===== src/rtl/uart_rx_deframer_pkg.sv =====
// -----------------------------------------------------------------------------
// uart_rx_deframer_pkg
// Shared definitions for the UART receive deframer:
//   - rx_state_e : FSM state encodings (3-bit, fixed values)
//   - OVS        : ticks of sio_ce_x4 per bit time
//   - MID_START  : tcnt value at which the start bit is re-checked
//   - TCNT_LAST  : tcnt value on which a data/parity/stop bit is sampled
// -----------------------------------------------------------------------------
package uart_rx_deframer_pkg;

  typedef enum logic [2:0] {
    ST_IDLE      = 3'd0,
    ST_START     = 3'd1,
    ST_DATA      = 3'd2,
    ST_PARITY    = 3'd3,
    ST_STOP      = 3'd4,
    ST_WAIT_HIGH = 3'd5
  } rx_state_e;

  localparam int         OVS       = 4;
  localparam logic [1:0] MID_START = 2'd1;
  localparam logic [1:0] TCNT_LAST = 2'(OVS - 1);

endpackage


===== src/rtl/uart_rx_sync.sv =====
// -----------------------------------------------------------------------------
// uart_rx_sync
// Multi-flop synchroniser for the raw RXD pad. Every stage resets to 1 so the
// line reads as idle (mark) while and just after reset is applied.
//
// Parameters:
//   SYNC_STAGES - number of flops in the chain (>= 2)
// Ports:
//   hclk    in   system clock
//   hresetn in   asynchronous active-low reset
//   din     in   asynchronous serial input
//   dout    out  synchronised serial input (din delayed SYNC_STAGES clocks)
// -----------------------------------------------------------------------------
module uart_rx_sync #(
  parameter int SYNC_STAGES = 2
) (
  input  logic hclk,
  input  logic hresetn,
  input  logic din,
  output logic dout
);

  logic [SYNC_STAGES-1:0] sync_reg;

  always_ff @(posedge hclk or negedge hresetn) begin
    if (!hresetn) begin
      sync_reg <= '1;
    end else begin
      sync_reg <= {sync_reg[SYNC_STAGES-2:0], din};
    end
  end

  assign dout = sync_reg[SYNC_STAGES-1];

endmodule


===== src/rtl/uart_rx_deframer.sv =====
// -----------------------------------------------------------------------------
// uart_rx_deframer
// Serial receive front end of the AHB-Lite UART. Synchronises RXD, finds the
// start bit using the 4x-baud tick, shifts in LSB-first data, checks the stop
// bit and hands each good byte to the RX FIFO as a single-cycle strobe.
//
// Build option:
//   UART_RX_PARITY_EN - when defined, an even-parity bit is expected between
//                       the data and stop bits and parity_err_o is added.
//
// Parameters:
//   DATA_BITS   - data bits per frame (5..8)
//   SYNC_STAGES - RXD synchroniser depth (>= 2)
// Ports:
//   hclk         in   system clock
//   hresetn      in   asynchronous active-low reset
//   rxd_i        in   raw serial line, idle high
//   sio_ce_x4    in   one-cycle enable at 4x baud
//   data_o       out  last good byte, held until the next good frame
//   valid_o      out  one-cycle pulse: data_o updated, frame good
//   frame_err_o  out  one-cycle pulse: stop bit sampled low
//   busy_o       out  receiver is not idle
//   parity_err_o out  (UART_RX_PARITY_EN only) pulses with valid_o on a
//                     parity mismatch
// -----------------------------------------------------------------------------
module uart_rx_deframer
  import uart_rx_deframer_pkg::*;
#(
  parameter int DATA_BITS   = 8,
  parameter int SYNC_STAGES = 2
) (
  input  logic                 hclk,
  input  logic                 hresetn,
  input  logic                 rxd_i,
  input  logic                 sio_ce_x4,
  output logic [DATA_BITS-1:0] data_o,
  output logic                 valid_o,
  output logic                 frame_err_o,
  output logic                 busy_o
`ifdef UART_RX_PARITY_EN
  ,
  output logic                 parity_err_o
`endif
);

  localparam int             BW        = $clog2(DATA_BITS + 1);
  localparam logic [BW-1:0]  BCNT_LAST = BW'(DATA_BITS - 1);

  logic rxd_s;

  rx_state_e            state_reg, state_next;
  logic [1:0]           tcnt_reg,  tcnt_next;
  logic [BW-1:0]        bcnt_reg,  bcnt_next;
  logic [DATA_BITS-1:0] shift_reg, shift_next;
  logic [DATA_BITS-1:0] data_reg,  data_next;
  logic                 valid_reg, valid_next;
  logic                 ferr_reg,  ferr_next;
`ifdef UART_RX_PARITY_EN
  logic                 par_bit_reg, par_bit_next;
  logic                 perr_reg,    perr_next;
`endif

  uart_rx_sync #(
    .SYNC_STAGES(SYNC_STAGES)
  ) u_sync (
    .hclk    (hclk),
    .hresetn (hresetn),
    .din     (rxd_i),
    .dout    (rxd_s)
  );

  always_ff @(posedge hclk or negedge hresetn) begin
    if (!hresetn) begin
      state_reg   <= ST_IDLE;
      tcnt_reg    <= '0;
      bcnt_reg    <= '0;
      shift_reg   <= '0;
      data_reg    <= '0;
      valid_reg   <= 1'b0;
      ferr_reg    <= 1'b0;
`ifdef UART_RX_PARITY_EN
      par_bit_reg <= 1'b0;
      perr_reg    <= 1'b0;
`endif
    end else begin
      state_reg   <= state_next;
      tcnt_reg    <= tcnt_next;
      bcnt_reg    <= bcnt_next;
      shift_reg   <= shift_next;
      data_reg    <= data_next;
      valid_reg   <= valid_next;
      ferr_reg    <= ferr_next;
`ifdef UART_RX_PARITY_EN
      par_bit_reg <= par_bit_next;
      perr_reg    <= perr_next;
`endif
    end
  end

  always_comb begin
    state_next   = state_reg;
    tcnt_next    = tcnt_reg;
    bcnt_next    = bcnt_reg;
    shift_next   = shift_reg;
    data_next    = data_reg;
    // Status strobes default low so they last exactly one hclk, tick or not.
    valid_next   = 1'b0;
    ferr_next    = 1'b0;
`ifdef UART_RX_PARITY_EN
    par_bit_next = par_bit_reg;
    perr_next    = 1'b0;
`endif

    if (sio_ce_x4) begin
      unique case (state_reg)
        ST_IDLE: begin
          if (!rxd_s) begin
            state_next = ST_START;
            tcnt_next  = '0;
          end
        end

        ST_START: begin
          // Re-check the line half a bit after the falling edge so a glitch
          // shorter than that is rejected as a false start.
          if (tcnt_reg == MID_START) begin
            if (rxd_s) begin
              state_next = ST_IDLE;
            end else begin
              state_next = ST_DATA;
              tcnt_next  = '0;
              bcnt_next  = '0;
            end
          end else begin
            tcnt_next = tcnt_reg + 2'd1;
          end
        end

        ST_DATA: begin
          tcnt_next = tcnt_reg + 2'd1;
          if (tcnt_reg == TCNT_LAST) begin
            // LSB arrives first: insert at the MSB and shift right so the
            // byte is right-aligned after DATA_BITS samples.
            shift_next = {rxd_s, shift_reg[DATA_BITS-1:1]};
            bcnt_next  = bcnt_reg + BW'(1);
            if (bcnt_reg == BCNT_LAST) begin
`ifdef UART_RX_PARITY_EN
              state_next = ST_PARITY;
`else
              state_next = ST_STOP;
`endif
            end
          end
        end

`ifdef UART_RX_PARITY_EN
        ST_PARITY: begin
          tcnt_next = tcnt_reg + 2'd1;
          if (tcnt_reg == TCNT_LAST) begin
            par_bit_next = rxd_s;
            state_next   = ST_STOP;
          end
        end
`endif

        ST_STOP: begin
          tcnt_next = tcnt_reg + 2'd1;
          if (tcnt_reg == TCNT_LAST) begin
            if (rxd_s) begin
              data_next  = shift_reg;
              valid_next = 1'b1;
`ifdef UART_RX_PARITY_EN
              // Even parity: data bits plus parity bit must XOR to zero.
              perr_next  = ^{shift_reg, par_bit_reg};
`endif
              state_next = ST_IDLE;
            end else begin
              ferr_next  = 1'b1;
              state_next = ST_WAIT_HIGH;
            end
          end
        end

        ST_WAIT_HIGH: begin
          // A held-low line (break) must not be decoded as 0x00 frames.
          if (rxd_s) begin
            state_next = ST_IDLE;
          end
        end

        default: begin
          state_next = ST_IDLE;
        end
      endcase
    end
  end

  assign data_o      = data_reg;
  assign valid_o     = valid_reg;
  assign frame_err_o = ferr_reg;
  assign busy_o      = (state_reg != ST_IDLE);
`ifdef UART_RX_PARITY_EN
  assign parity_err_o = perr_reg;
`endif

endmodule


===== config.mk =====
export PLATFORM = sky130hd
export DESIGN_NAME = uart_rx_deframer
export DESIGN_NICKNAME = d
export VERILOG_FILES = /design/src/rtl/uart_rx_deframer_pkg.sv /design/src/rtl/uart_rx_sync.sv /design/src/rtl/uart_rx_deframer.sv
export SDC_FILE = /design/constraint.sdc
export NUM_CORES = 1
export LEC_CHECK = 0
export ABC_AREA = 1
export CAP_MARGIN = 0
export CORE_UTILIZATION = 55
export CTS_CLUSTER_DIAMETER = 120
export DETAILED_ROUTE_END_ITERATION = 8
export PLACE_DENSITY = 0.77
export SETUP_SLACK_MARGIN = 0.2
export SLEW_MARGIN = 20
export SYNTH_ARGS = -nofsm -noshare
export SYNTH_HDL_FRONTEND = slang
export SYNTH_HIERARCHICAL = 1
export SYNTH_SLANG_ARGS = --single-unit

===== constraint.sdc =====
create_clock -name hclk -period 3.9 [get_ports hclk]
set_input_delay 0.78 -clock hclk [delete_from_list [all_inputs] [get_ports hclk]]
set_output_delay 0.78 -clock hclk [all_outputs]
set_load 0.02 [all_outputs]

==> flow_metrics.tcl, run 1 <==
set metrics [dict create \
    status "finished clean" \
    post_cts_resized 0 \
    clkSinkCount 29 \
    vias 1180 \
    via_per_inst 5.11 \
    num_antenna_cells 0 \
    required_ps 3120 \
    worstSetupEndpointType "primary output" \
    leakage_uw 0.000870 \
    hold_viol 0 \
    whs_ps 361 \
    skew_ps 8.82 \
    power_density_mw_per_mm2 657 \
    grt_pass1_vias 1151 \
    fin_tns_setup_ps 0 \
    relSlewSlack_pct 59.6 \
    drt_wl_total_mm 2.70 \
    finalSetupViolCount 0 \
    ant_nets 0 \
    fmax_mhz 388 \
    drc 0 \
    vdd_ir_drop_max_mv 0.536 \
    regArea_um2 728 \
    cts_tree "built" \
    h-tree-depth 2 \
    cts_buffers 5 \
    clockRootBuffer "clkbuf_4" \
    drt_iter0_drc 29 \
    antenna_found_initial 0 \
    post_cts_buffers 0 \
    ys_seq_elements 29 \
    syn_nets 188 \
    path_class "reg -> out" \
    syn_inst 181 \
    start_kind "register" \
    fin_crit_ps 2570 \
    crit_arrival_ps 1790 \
    num_rows 18 \
    critPathMaxFanout 8 \
    report.final.slew_viol_count 0 \
    synth.top_cell.area_share_pct 45.3 \
    maxCapViolCount 0 \
    layout-drive-gt1-share_pct 15.4 \
    overflow 0 \
    ys_warn_count 6 \
    stdcell_area_mm2 0.00175 \
    place_area_mm2 0.00165 \
    synth_cell_types 24 \
    die_h_um 54.1 \
    clock_latency_ps 320 \
    nets 207 \
    hold_class "reg -> reg" \
    clkTransAtPathRegs_ps 100 \
    grtUsageTotal_pct 23.4 \
    rsz0062_at_grt "false" \
    worst_slew_pin_slew_ps 604 \
    ios 15 \
    synth.yosys.seq_area_share_pct 48.8 \
    dr.pass1.iters 4 \
    cts_hold_buf 0 \
    cts_buffer_depth 2 \
    dpl.hpwl_mm 1.93 \
    core-area_mm2 0.00252 \
    port_buffers 14 \
    grt_start_max_net_pins 30 \
    place_congestion 0.939 \
    fin_crit_sh_pct 66.0 \
    syn_to_final_growth_pct 17.4 \
    post_drt_wl_per_cell_um 11.7 \
    yosysTopAreaCell "dfrtp_1" \
    dieArea_mm2 0.00293 \
    multi_input_area_um2 654 \
    nFillCells 194 \
    synthTopCellsByArea "dfrtp_1 45%, nand2_1 13%, nand3_1 6.7%" \
    netlist_area_mm2 0.00149 \
    synth_area_per_cell_um2 8.25 \
    die_w_um 54.1 \
    initial_core_util_pct 59.2 \
    grt_pass1_wl_mm 4.76 \
]
-- synthesized netlist by cell type, drive strengths merged --
library cell	number
a21oi	7
buf	2
clkbuf	1
dfrtp	27
dfstp	2
ha	3
inv	22
nand2	57
nand3	20
nand4	2
nor2	23
nor3	2
nor3b	1
o21ai	12
-- through the flow --
| step | total power, µW | util [%] | setup slack [ps] | instances |
|---|---|---|---|---|
| 6_report | 1150 | 69.5 | 1330 | 231 |
| 2_1_floorplan | 732 | - | 2280 | 181 |
| 5_1_grt | 1250 | 69.5 | 1230 | 231 |
| 3_5_place_dp | 850 | 65.4 | 1490 | 223 |
| 3_3_place_gp | 834 | 65.4 | 1590 | 223 |
| 4_1_cts | 1160 | 69.5 | 1330 | 231 |
-- cell usage in the layout (no fill, tap or decap), drive strengths merged, types with 2 or more instances in the layout --
cell / instances
o21ai: 12
dfstp: 2
nand3: 20
a21oi: 7
inv: 22
nand4: 2
nor3: 2
nor2: 23
clkbuf: 5
nand2: 57
dfrtp: 27
bufinv: 2
clkdlybuf4s50: 14
ha: 3
-- path summary, 6_finish.rpt --
path,startpoint,endpoint,slack (ps),depth (start not counted)
setup / recovery,state_reg[2]$_DFFE_PN0P_,busy_o,1330,3
hold / removal,u_sync/sync_reg[0]$_DFF_PN1_,u_sync/sync_reg[1]$_DFF_PN1_,360,0
setup reg to reg,tcnt_reg[0]$_DFFE_PN0P_,data_o[5]$_DFFE_PN0P_,2190,5
hold reg to reg,u_sync/sync_reg[0]$_DFF_PN1_,u_sync/sync_reg[1]$_DFF_PN1_,360,0
max in group asynchronous,hresetn,u_sync/sync_reg[0]$_DFF_PN1_,2750,2
min in group asynchronous,hresetn,state_reg[0]$_DFFE_PN0P_,820,2
-- layout make-up --
cell class	instances	share of cell area, %
multi-input combinational	127	37.3
inverter	22	4.71
sequential	29	41.5
clock buffer	5	2.14
timing repair buffer	15	8.42
clock inverter	3	3.71
tap	30	2.14
-- where the power goes --
group | switching [µW] | internal [µW]
logic | 272 | 156
registers | 65.2 | 356
clock network | 104 | 198
-- layer usage --
layer	part of all wire (%)	GRT usage, %	up-vias
met5	0	0	-
met1	48	29.6	543
li1	-	-	608
met3	3.0	7.63	4
met2	48	36.2	25
met4	1.2	10.3	0
-- kinds of logic (layout without fill, tap and decap cells) --
group,Yosys count,in the layout,share of synthesized area [%]
buf+inv,25,45,7.38
simple gates,105,105,33.9
fa+ha+maj,3,3,2.51
flops,29,29,48.8
compound gates,19,19,7.38
-- worst max-delay path: stages, from the launching register on --
cell             delay (ps)
dfrtp_1                 530
inv_2                   170
nand2_1                 150
clkdlybuf4s50_1         620
Note: power is estimated with default switching activity, not from simulation.
==> inputs of run 2 (changes only) <==
--- a/config.mk
+++ b/config.mk
@@ -7,10 +7,10 @@
 export LEC_CHECK = 0
 export ABC_AREA = 1
 export CAP_MARGIN = 0
-export CORE_UTILIZATION = 55
+export CORE_UTILIZATION = 50
 export CTS_CLUSTER_DIAMETER = 120
 export DETAILED_ROUTE_END_ITERATION = 8
-export PLACE_DENSITY = 0.77
+export PLACE_DENSITY = 0.74
 export SETUP_SLACK_MARGIN = 0.2
 export SLEW_MARGIN = 20
 export SYNTH_ARGS = -nofsm -noshare
==> constraint.sdc (replaced) <==
create_clock -name hclk -period 2.2 [get_ports hclk]
set_input_delay 0.44 -clock hclk [delete_from_list [all_inputs] [get_ports hclk]]
set_output_delay 0.44 -clock hclk [all_outputs]
set_load 0.02 [all_outputs]
==> flow_metrics.tcl, run 2 (synthesis gave the netlist of run 1 again) <==
set metrics [dict create \
    maxCapViolCount 0 \
    syn_to_final_growth_pct 16.8 \
    fin_tns_setup_ps 0 \
    die_h_um 56.6 \
    cp_slowest_cell "dfrtp_1" \
    leakage_uw 0.000866 \
    slowest_delay_ps 490 \
    via_per_inst 5.15 \
    grt_start_max_net_pins 30 \
    ant_nets 0 \
    core-area_mm2 0.00278 \
    clockRootBuffer "clkbuf_4" \
    cts_hold_buf 0 \
    crit_arrival_ps 1430 \
    power_density_mw_per_mm2 1120 \
    ios 15 \
    worst_slew_pin_slew_ps 355 \
    report.final.slew_viol_count 0 \
    cts_tree "built" \
    post_cts_buffers 0 \
    post_drt_wl_per_cell_um 12.4 \
    cts_buffer_depth 2 \
    status "finished clean" \
    fmax_mhz 534 \
    nFillCells 242 \
    grt_pass1_wl_mm 4.84 \
    vdd_ir_drop_max_mv 0.783 \
    die_w_um 56.6 \
    hold_class "reg -> reg" \
    relSlewSlack_pct 76.3 \
    layout_commonest_cell "nand2_1" \
    rsz0062_at_grt "false" \
    initial_core_util_pct 53.7 \
    start_kind "register" \
    place_congestion 0.912 \
    layout-drive-gt1-share_pct 15.8 \
    cts_buffers 5 \
    drc 0 \
    grtUsageTotal_pct 20.1 \
    dpl.hpwl_mm 2.08 \
    nets 208 \
    vias 1200 \
    clkTransAtPathRegs_ps 90 \
    whs_ps 360 \
    required_ps 1760 \
    fin_crit_sh_pct 85.1 \
    h-tree-depth 2 \
    num_rows 19 \
    post_cts_resized 2 \
    num_antenna_cells 0 \
    crit_chain "nor2_4 > nand2_1 > dlygate4sd2_1" \
    critPathMaxFanout 7 \
    drt_wl_total_mm 2.88 \
    finalSetupViolCount 0 \
    dr.pass1.iters 4 \
    clkSinkCount 29 \
    fin_crit_ps 1870 \
    drt_iter0_drc 37 \
    hold_viol 0 \
    port_buffers 14 \
    final_cell_mix "52 x nand2_1, 26 x dfrtp_1, 20 x nand3_1" \
    path_class "reg -> out" \
    antenna_found_initial 0 \
    skew_ps 5.78 \
    fin_util_pct 62.7 \
    grt_pass1_vias 1118 \
    worstSetupEndpointType "primary output" \
    overflow 0 \
    clock_latency_ps 310 \
    dieArea_mm2 0.00321 \
]
[run 2: path summary, 6_finish.rpt]
kind,startpoint,cells after the start,to,slack (ps)
min in group asynchronous,hresetn,2,state_reg[1]$_DFFE_PN0P_,490
hold reg to reg,u_sync/sync_reg[0]$_DFF_PN1_,0,u_sync/sync_reg[1]$_DFF_PN1_,360
hold / removal,u_sync/sync_reg[0]$_DFF_PN1_,0,u_sync/sync_reg[1]$_DFF_PN1_,360
max in group asynchronous,hresetn,2,u_sync/sync_reg[0]$_DFF_PN1_,1400
setup reg to reg,tcnt_reg[0]$_DFFE_PN0P_,8,state_reg[2]$_DFFE_PN0P_,630
setup / recovery,state_reg[1]$_DFFE_PN0P_,3,busy_o,330
[run 2: layout make-up]
type / instances / area [µm²] / share of cell area [%]
timing repair buffer: 16 / 154 / 8.82
clock buffer: 7 / 55.1 / 3.16
inverter: 22 / 82.6 / 4.73
clock inverter: 1 / 30.0 / 1.72
tap: 31 / 38.8 / 2.22
sequential: 29 / 729 / 41.8
multi-input combinational: 127 / 654 / 37.5
[run 2: layer usage]
layer | part of all wire, % | up-vias | track usage, %
met3 | 3.7 | 4 | 4.84
met4 | 1.5 | 0 | 9.41
li1 | - | 612 | -
met1 | 47 | 561 | 25.1
met5 | 0 | - | 0
met2 | 48 | 23 | 32.6
[run 2: per-stage QoR]
step	power [µW]	setup slack, ps	instance area (µm²)	instances
3_3_place_gp	1480	390	1660	225
5_1_grt	2100	238	1740	233
4_1_cts	1970	316	1740	233
6_report	1960	329	1740	233
2_1_floorplan	1300	803	1490	181
3_5_place_dp	1520	325	1660	225
[run 2: critical path: cells and delay by family (launching register included)]
family	cells	cell delay, ps
and+or+nand+nor	2	290
buffers and inverters	1	330
DFF	1	490
[run 2: report_power, final]
part | leakage [µW] | switching, µW | internal, µW
clock | 0.0000455 | 176 | 271
sequential | 0.000376 | 112 | 634
combinational | 0.000444 | 499 | 268
total | 0.000866 | 787 | 1170
==> inputs of run 3 (changes only) <==
--- a/config.mk
+++ b/config.mk
@@ -12,7 +12,6 @@
 export DETAILED_ROUTE_END_ITERATION = 8
 export PLACE_DENSITY = 0.74
 export SETUP_SLACK_MARGIN = 0.2
-export SLEW_MARGIN = 20
 export SYNTH_ARGS = -nofsm -noshare
 export SYNTH_HDL_FRONTEND = slang
 export SYNTH_HIERARCHICAL = 1
==> results of run 3 <==
The final DEF is identical to that of run 2; final timing and power are the same.
